--- src/rtl/serial_twos_comp_n.sv ---
// Multi-channel, LSB-first bit-serial two's complementer with word framing and mode latch.
// Define SERIAL_TC_PAR_OUT_EN to add the par_out word assembly and ovf flags.
module serial_twos_comp_n #(
    parameter int WIDTH    = 8,
    parameter int CHANNELS = 1,
    parameter int CNT_W    = $clog2(WIDTH)
) (
    input  logic                      t_clk,
    input  logic                      r,
    input  logic [CHANNELS-1:0]       i,
    input  logic                      in_valid,
    input  logic                      sof,
    input  logic                      mode,
    output logic [CHANNELS-1:0]       y,
    output logic                      out_valid,
    output logic [CNT_W-1:0]          bit_idx,
    output logic                      word_done
`ifdef SERIAL_TC_PAR_OUT_EN
    ,
    output logic [CHANNELS*WIDTH-1:0] par_out,
    output logic [CHANNELS-1:0]       ovf
`endif
);

    // Handshake: in_valid qualifies i/sof/mode on the same edge; out_valid is in_valid
    // delayed one cycle and marks y/bit_idx/word_done as fresh. There is no backpressure.
    localparam logic [CNT_W-1:0] LAST = CNT_W'(WIDTH - 1);

    logic [CNT_W-1:0]    cnt;
    logic [CNT_W-1:0]    cur_idx;
    logic [CNT_W-1:0]    cnt_next;
    logic                first_bit;
    logic                last_bit;
    logic                mode_q;
    logic                mode_eff;
    logic [CHANNELS-1:0] seen_q;
    logic [CHANNELS-1:0] seen_prev;
    logic [CHANNELS-1:0] seen_next;
    logic [CHANNELS-1:0] y_next;

    always_comb begin
        cur_idx   = sof ? '0 : cnt;
        first_bit = (cur_idx == '0);
        last_bit  = (cur_idx == LAST);
        cnt_next  = last_bit ? '0 : cur_idx + CNT_W'(1);
        // Mode is taken live on bit 0 so the first bit already uses the new word's mode.
        mode_eff  = first_bit ? mode : mode_q;
        seen_prev = first_bit ? '0 : seen_q;
        y_next    = i ^ (seen_prev & {CHANNELS{mode_eff}});
        seen_next = last_bit ? '0 : (seen_prev | i);
    end

    always_ff @(posedge t_clk) begin
        if (!r) begin
            cnt       <= '0;
            seen_q    <= '0;
            mode_q    <= 1'b0;
            y         <= '0;
            out_valid <= 1'b0;
            bit_idx   <= '0;
            word_done <= 1'b0;
        end else begin
            out_valid <= in_valid;
            word_done <= in_valid && last_bit;
            if (in_valid) begin
                cnt     <= cnt_next;
                seen_q  <= seen_next;
                y       <= y_next;
                bit_idx <= cur_idx;
                if (first_bit) begin
                    mode_q <= mode;
                end
            end
        end
    end

`ifdef SERIAL_TC_PAR_OUT_EN
    // Negating 100..0 overflows: the MSB is the first '1' seen in a negated word.
    logic [CHANNELS-1:0] msb_ovf;
    assign msb_ovf = {CHANNELS{mode_eff}} & ~seen_prev & i;

    for (genvar c = 0; c < CHANNELS; c++) begin : g_par
        // Low WIDTH-1 result bits, shifted in from the top so bit 0 lands at position 0.
        logic [WIDTH-2:0] asm_q;
        logic [WIDTH-1:0] word_q;
        logic             ovf_q;

        always_ff @(posedge t_clk) begin
            if (!r) begin
                asm_q  <= '0;
                word_q <= '0;
                ovf_q  <= 1'b0;
            end else if (in_valid) begin
                asm_q <= (asm_q >> 1) | ((WIDTH-1)'(y_next[c]) << (WIDTH - 2));
                if (last_bit) begin
                    word_q <= {y_next[c], asm_q};
                    ovf_q  <= msb_ovf[c];
                end
            end
        end

        assign par_out[c*WIDTH +: WIDTH] = word_q;
        assign ovf[c]                    = ovf_q;
    end
`endif

endmodule

--- config.mk ---
export PLATFORM = sky130hd
export DESIGN_NAME = serial_twos_comp_n
export DESIGN_NICKNAME = d
export VERILOG_FILES = /design/src/rtl/serial_twos_comp_n.sv
export SDC_FILE = /design/constraint.sdc
export NUM_CORES = 1
export LEC_CHECK = 0
export BUFFER_PORTS_ARGS = -buffer_cell sky130_fd_sc_hd__buf_2
export CORE_AREA = 2 2 39 41
export DETAILED_ROUTE_END_ITERATION = 16
export DIE_AREA = 0 0 41 43
export SLEW_MARGIN = 40
export SYNTH_ARGS = -nofsm -noshare
export SYNTH_HDL_FRONTEND = slang
export SYNTH_SLANG_ARGS = --single-unit
--- constraint.sdc ---
create_clock -name t_clk -period 2.1 [get_ports t_clk]
set_input_delay 0.105 -clock t_clk [delete_from_list [all_inputs] [get_ports t_clk]]
set_output_delay 0.105 -clock t_clk [all_outputs]
set_load 0.01 [all_outputs]
==> results.cfg, run 1 <==
[run_status]
outcome = complete, no violations

[critical_path]
regToRegEndpoint = seen_q$_SDFFE_PN0P_
required_ns = 2.31
path_cells = and2b_2 > ha_1 > ha_1 > a211oi_1 > o21a_1
critPathSlowestCell = dfxtp_1
cp_common_cell = ha_1
worstSetupStartpointType = register
cp.arrival_ns = 1.52
r2r_cells = 5
max_stage_delay_ns = 0.30
path_class = register to register
cp_num_buf_inv = 0
end_kind = register
crit_fanout = 4
rrSetupSlack_ns = 0.79
reg2reg_from = cnt[0]$_SDFFE_PN0P_
cp_top_family = adder cells

[floorplan]
die-area_um2 = 1760
coreArea_um2 = 1380
start_util = 0.392
rows = 14
fp.dieH_um = 43
die_w_um = 41
pin_count = 12

[synth]
syn_area_per_cell_um2 = 10.1
ys_ff_latch = 11
ys_seq_area_frac = 0.406
synthCells = 54
synth_edf_count = 0
netlist_area_um2 = 543
synth.area.top_cells = dfxtp_1, mux2i_1, ha_1
ys_warn_count = 0
synth.top_cell.area_share = 0.406
ys_async_sr_fraction = 0
synthFlopType = dfxtp_1
syn-num-nets = 63
yosys.area.top_type = dfxtp_1
ys_types = 25

[cts]
clk_pin_slew_worst_paths_ns = 0.07
cts_root_buf = clkbuf_4
insertion_delay_ns = 0.26
cts_buffers = 3
clockBufferDepth = 2
ctsResizeCount = 0
cts_sinks = 11
ctsHoldBuffers = 0
h-tree-depth = 1
cts_tree = built
post_cts_buffers = 0

[global_routing]
antenna_found_initial = 0
grt_overflow = 0
track_usage = 0.114
grt_max_degree = 16
grt_pass1_vias = 329
grt_pass1_wl_mm = 1.29

[job]
max-cap-violations = 0

[route]
wl_um = 857
dr.pass1.iters = 4
wire_per_inst_um = 10.5
drt_first_iter_violations = 6
ant_nets = 0
via_count = 390
drc = 0
routed_via_density = 4.76

[sta]
fin_worst_skew_ns = 0.00221
whs_ns = 0.0785
rsz0062_at_grt = false
maxSlewViolCount = 0
post-route-period-util = 0.621
fin_crit_ns = 1.31
relSlewSlack = 0.806
timing.fmax_mhz = 766
final-setup-viol-count = 0
finalHoldViolCount = 0
worst_slew_pin_slew_ns = 0.291
setup-tns-final_ns = 0

[pwr]
p_leak_nw = 0.303
vdd_drop_max_mv = 0.298
power_density_nw_per_um2 = 661

[finish]
diodes = 0
syn_to_final_growth_pct = 12.9
drive_gt1_frac = 0.273
finalNetCount = 76
layout_common_cells = dfxtp_1, buf_2, mux2i_1
fillers = 140
regArea_um2 = 220
multi_input_area_um2 = 277
final_cells = 82
final_area_um2 = 613

[placement]
dp_cells = 78
place_hpwl_um = 630
place_area_um2 = 587
portBuffers = 11
gp_congestion = 0.763

[worst_hold_path]
min_to = mode_q$_SDFFE_PN0P_
hp-class = input port to register
hold_start = mode
holdPathStages = 3
==> registers in the layout, indices dropped and copies added (netlist names) <==
register,count
mode_q,1
bit_idx,3
out_valid,1
cnt,3
y,1
seen_q,1
word_done,1
==> power breakdown <==
part	leakage, nW	switching (mW)	total, mW	internal [mW]
Combinational	0.198	0.0224	0.0436	0.0212
Sequential	0.0899	0.00321	0.220	0.217
Clock	0.0150	0.0685	0.142	0.0735
==> how the worst max path moves through the flow <==
stage / start / cells after the start / slack [ns] / end
CTS: cnt[0]$_SDFFE_PN0P_ / 5 / 0.79 / seen_q$_SDFFE_PN0P_
detailed placement: cnt[0]$_SDFFE_PN0P_ / 5 / 0.81 / seen_q$_SDFFE_PN0P_
finish: cnt[0]$_SDFFE_PN0P_ / 5 / 0.79 / seen_q$_SDFFE_PN0P_
global placement: cnt[0]$_SDFFE_PN0P_ / 5 / 0.83 / cnt[2]$_SDFFE_PN0P_
floorplan: cnt[0]$_SDFFE_PN0P_ / 5 / 0.87 / seen_q$_SDFFE_PN0P_
global route: cnt[0]$_SDFFE_PN0P_ / 5 / 0.71 / seen_q$_SDFFE_PN0P_
==> synth_stat cells (2+ instances only) <==
library cell  count
dfxtp_1          11
nand2_1           4
mux2i_1           5
nand3_1           2
o21ai_0           2
nand2b_1          2
inv_1             4
ha_1              3
a21oi_1           2
nor2b_1           4
==> worst reg2reg max path: cells and delay by family, from the launching register on <==
kind,cells,cell delay [ns]
DFF,1,0.30
and+or+nand+nor,1,0.21
adders and majority gates,2,0.41
AOI/OAI and AO/OA,2,0.33
==> logic make-up after synthesis <==
kind of cell / share of synthesized area
adders and majority gates: 0.0691
muxes: 0.0922
and+or+nand+nor: 0.235
DFF: 0.406
buffers and inverters: 0.0852
AOI/OAI and AO/OA: 0.113
==> layout make-up <==
type                       count  share of cell area
multi-input combinational     36               0.451
timing repair buffer          11              0.0898
clock buffer                   4              0.0429
tap                           16              0.0327
inverter                       4              0.0245
sequential                    11               0.359
==> layer usage <==
metal,vias to the layer above,part of all wire,wire length [um],track usage
met5,-,0,0,0
met4,0,0.014,12,0.120
met3,2,0.048,41,0.0314
met2,7,0.42,360,0.141
met1,176,0.52,443,0.144
li1,205,-,-,-
==> per-stage QoR <==
step | util | power (mW) | setup slack (ns)
finish | 0.443 | 0.405 | 0.795
global placement | 0.424 | 0.268 | 0.830
floorplan | - | 0.260 | 0.873
detailed placement | 0.424 | 0.269 | 0.809
CTS | 0.443 | 0.415 | 0.789
global route | 0.443 | 0.428 | 0.714
No activity file was read; power rests on OpenSTA's default activity.
==> inputs of run 2 (changes only) <==
==> constraint.sdc (replaced) <==
create_clock -name t_clk -period 1.35 [get_ports t_clk]
set_input_delay 0.0675 -clock t_clk [delete_from_list [all_inputs] [get_ports t_clk]]
set_output_delay 0.0675 -clock t_clk [all_outputs]
set_load 0.01 [all_outputs]
==> run 2 against run 1 <==
  * Sequential cell count is the same
  * Design area increased by 3.3%
  * First-iteration DRC count down 33%
  * Wire length up 7.8%
  * Combinational power increased by 65%
  * Critical path depth unchanged
  * Hold slack worse by 0.045 ns
  * Critical endpoint is now y$_SDFFE_PN0P_
  * Clock skew shrank 0.0012 ns
  * Clock-buffer cell count unchanged
  * Maximum frequency up 3.0%
==> results.cfg, run 2 (synthesis gave the netlist of run 1 again) <==
[placement]
place_hpwl_um = 626
gp_congestion = 0.763
dp_cells = 78
portBuffers = 11
place_worst_setup_slack_ns = 0.0647

[sta]
post-route-period-util = 0.939
final-setup-viol-count = 0
setup-tns-final_ns = 0
finalHoldViolCount = 0
timing.fmax_mhz = 789
fin_worst_skew_ns = 0.00105
rsz0062_at_grt = false
setup_slack_ns = 0.0829
maxSlewViolCount = 0
relSlewSlack = 0.807
worst_slew_pin_slew_ns = 0.289
fin_crit_ns = 1.27

[finish]
utilization = 0.458
syn_to_final_growth_pct = 16.6
top_regs = bit_idx x3, cnt x3
multi_input_area_um2 = 287
finalNetCount = 77
layout_common_cells = buf_2, dfxtp_1, mux2i_1
diodes = 0
final_cells = 83
drive_gt1_frac = 0.358
final_common_cell = buf_2
fillers = 140
regArea_um2 = 223

[floorplan]
start_util = 0.392
pin_count = 12
coreArea_um2 = 1380
die-area_um2 = 1760
fp.dieH_um = 43
die_w_um = 41
rows = 14

[run_status]
outcome = complete, no violations

[cts]
ctsHoldBuffers = 0
cts_tree = built
cts_sinks = 11
cts_root_buf = clkbuf_4
clockBufferDepth = 2
h-tree-depth = 1
cts_buffers = 3
clk_pin_slew_worst_paths_ns = 0.07
insertion_delay_ns = 0.27

[critical_path]
crit_fanout = 4
max_stage_delay_ns = 0.32
cp_num_buf_inv = 1
cp-startpoint = cnt[0]$_SDFFE_PN0P_
rrSetupSlack_ns = 0.08
end_kind = register
critPathSlowestCell = dfxtp_2
worstSetupStartpointType = register
path_cells = and2b_2 > inv_1 > ha_1 > a211oi_2 > and3b_1
cp_top_family = simple AND/OR/NAND/NOR gates
cp.arrival_ns = 1.44
reg2reg_from = cnt[0]$_SDFFE_PN0P_
required_ns = 1.52
path_class = register to register

[pwr]
pwr-share-comb = 0.112
power_switching_share = 0.238
p_leak_nw = 0.304
internal_power_mw = 0.487
netSwitchingPower_mw = 0.153
vdd_drop_max_mv = 0.453
seqPwrFrac = 0.535
clock_power_share = 0.352
power_density_nw_per_um2 = 1010
p_total_mw = 0.640

[route]
routed_via_density = 4.78
wl_um = 924
dr.pass1.iters = 2
drc = 0
wire_per_inst_um = 11.1
via_count = 397
ant_nets = 0
drt_first_iter_violations = 4

[global_routing]
grt_overflow = 0
antenna_found_initial = 0
grt_max_degree = 16
grt_pass1_vias = 345
grt_pass1_wl_mm = 1.34
track_usage = 0.121

[worst_hold_path]
hp-class = input port to register
hold_start = mode

[job]
max-cap-violations = 0
run 2: cell count changes in the layout (fill, tap and decap cells not counted), sizes merged:
cell	change
buf	+1
run 2: cell type report:
type	count	area share
clock buffer	4	0.0415
inverter	4	0.0237
multi-input combinational	36	0.453
sequential	11	0.352
tap	16	0.0316
timing repair buffer	12	0.0988
run 2: repair_timing:
action                     4_1_cts  5_1_grt
setup endpoints to repair        0        2
resized for setup                0        5
buffers inserted                 0        1
run 2: worst reg2reg max path, cell delays in order, from the launching register on:
cell	delay, ns
dfxtp_2	0.32
and2b_2	0.16
inv_1	0.05
ha_1	0.26
a211oi_2	0.18
and3b_1	0.19
run 2: power by group through the flow:
stage	Clock (mW)	Sequential, mW	Combinational [mW]
3_5_place_dp	0	0.350	0.0680
6_report	0.226	0.343	0.0718
3_3_place_gp	0	0.349	0.0684
2_1_floorplan	0	0.351	0.0533
4_1_cts	0.233	0.342	0.0686
5_1_grt	0.247	0.345	0.0798
run 2: per-stage QoR:
stage	area [um^2]	hold WS, ns
after floorplan	543	0.206
after global placement	587	0.313
after detailed placement	587	0.323
after CTS	613	0.0346
after global routing	633	0.0488
final	633	0.0338
run 2: layer usage:
layer	vias up	share of wire	wire [um]	track usage
met2	10	0.45	415	0.147
li1	205	-	-	-
met1	177	0.45	418	0.150
met5	-	0	0	0
met3	5	0.051	47	0.0314
met4	0	0.045	42	0.140
run 2: path summary, 6_finish.rpt:
check                        endpoint  depth (start not counted)
setup reg to reg       y$_SDFFE_PN0P_                          5
setup / recovery       y$_SDFFE_PN0P_                          5
hold / removal    mode_q$_SDFFE_PN0P_                          3
hold reg to reg   mode_q$_SDFFE_PN0P_                          2
==> inputs of run 3 (changes only) <==
--- a/config.mk
+++ b/config.mk
@@ -9,6 +9,7 @@
 export CORE_AREA = 2 2 39 41
 export DETAILED_ROUTE_END_ITERATION = 16
 export DIE_AREA = 0 0 41 43
+export MAX_ROUTING_LAYER = met4
 export SLEW_MARGIN = 40
 export SYNTH_ARGS = -nofsm -noshare
 export SYNTH_HDL_FRONTEND = slang
==> run 3 against run 2 <==
  * Wire length unchanged
  * Final cell count unchanged
  * Power about the same
  * Sequential cell count unchanged
  * Largest cell class unchanged
==> results.cfg, run 3 (synthesis gave the netlist of run 1 again) <==
[run_status]
outcome = complete, no violations

[placement]
gp_congestion = 0.773
place_hpwl_um = 626
dp_cells = 78
place_worst_setup_slack_ns = 0.0647
portBuffers = 11

[cts]
clk_pin_slew_worst_paths_ns = 0.07
cts_sinks = 11
cts_tree = built
h-tree-depth = 1
clockBufferDepth = 2
cts_buffers = 3
ctsHoldBuffers = 0
insertion_delay_ns = 0.27
cts_root_buf = clkbuf_4

[finish]
fillers = 140
drive_gt1_frac = 0.358
diodes = 0
layout_common_cells = buf_2, dfxtp_1, mux2i_1
top_regs = bit_idx x3, cnt x3
syn_to_final_growth_pct = 16.6
final_common_cell = buf_2
final_cells = 83
finalNetCount = 77

[critical_path]
cp_num_buf_inv = 1
required_ns = 1.52
worstSetupStartpointType = register
max_stage_delay_ns = 0.32
path_cells = and2b_2 > inv_1 > ha_1 > a211oi_2 > and3b_1
end_kind = register
cp.arrival_ns = 1.44
crit_fanout = 4
cp_top_family = simple AND/OR/NAND/NOR gates
path_class = register to register
critPathSlowestCell = dfxtp_2

[sta]
worst_slew_pin_slew_ns = 0.291
finalHoldViolCount = 0
rsz0062_at_grt = false
setup_slack_ns = 0.0829
relSlewSlack = 0.806
final-setup-viol-count = 0
timing.fmax_mhz = 789
whs_ns = 0.0336
setup-tns-final_ns = 0
fin_worst_skew_ns = 0.00138
maxSlewViolCount = 0
post-route-period-util = 0.939
fin_crit_ns = 1.27

[route]
via_count = 398
ant_nets = 0
wire_per_inst_um = 11.1
drc = 0
routed_via_density = 4.80
dr.pass1.iters = 2
drt_first_iter_violations = 4
wl_um = 924

[global_routing]
grt_overflow = 0
antenna_found_initial = 0
track_usage = 0.124
grt_pass1_vias = 345
grt_max_degree = 16
grt_pass1_wl_mm = 1.35

[floorplan]
die-area_um2 = 1760
fp.dieH_um = 43
die_w_um = 41
rows = 14
coreArea_um2 = 1380
pin_count = 12
start_util = 0.392

[pwr]
p_leak_nw = 0.304
p_total_mw = 0.640
power_density_nw_per_um2 = 1010
vdd_drop_max_mv = 0.454

[job]
max-cap-violations = 0

[worst_hold_path]
hp-class = input port to register
## run 3: cell counts in the layout (fill, tap and decap cells not counted)
Identical to the previous run, type by type.
## run 3: per-stage QoR
| stage | util | instance area (um^2) |
|---|---|---|
| CTS | 0.443 | 613 |
| finish | 0.458 | 633 |
| floorplan | - | 543 |
| detailed placement | 0.424 | 587 |
| global route | 0.458 | 633 |
| global placement | 0.424 | 587 |
## run 3: repair_timing
item,CTS,global route
setup endpoints to repair,0,2
gates resized for setup,0,5
buffers inserted,0,1
## run 3: final timing paths
check / cells past startpoint / to / startpoint / slack (ns)
worst min register to register: 2 / mode_q$_SDFFE_PN0P_ / mode_q$_SDFFE_PN0P_ / 0.46
worst max register to register: 5 / y$_SDFFE_PN0P_ / cnt[0]$_SDFFE_PN0P_ / 0.08
worst min-delay path: 3 / mode_q$_SDFFE_PN0P_ / mode / 0.03
worst max-delay path: 5 / y$_SDFFE_PN0P_ / cnt[0]$_SDFFE_PN0P_ / 0.08
## run 3: tightest hold or removal path: cells and delay by family
family                 cells  cell delay [ns]
multiplexers               1             0.05
buffers and inverters      1             0.09
AND/OR/NAND/NOR            1             0.04
## run 3: area by class of cell
class,count,area (um^2),share of cell area
clock buffer,4,26.3,0.0415
multi-input combinational,36,287,0.453
inverter,4,15.0,0.0237
tap,16,20.0,0.0316
sequential,11,223,0.352
timing repair buffer,12,62.6,0.0988
## run 3: power by group
group          switching (mW)  total (mW)  internal, mW  leakage (nW)
clock network           0.111       0.226         0.115        0.0150
logic                  0.0365      0.0719        0.0353         0.198
registers             0.00504       0.343         0.338        0.0906
total                   0.153       0.640         0.487         0.304
## run 3: metal layers
metal,wire length (um),global-route usage,up-vias,part of all wire
met1,422,0.150,178,0.46
met2,411,0.147,10,0.44
met3,47,0.0314,5,0.051
li1,-,-,205,-
met4,42,0.140,0,0.045
met5,0,-,-,0
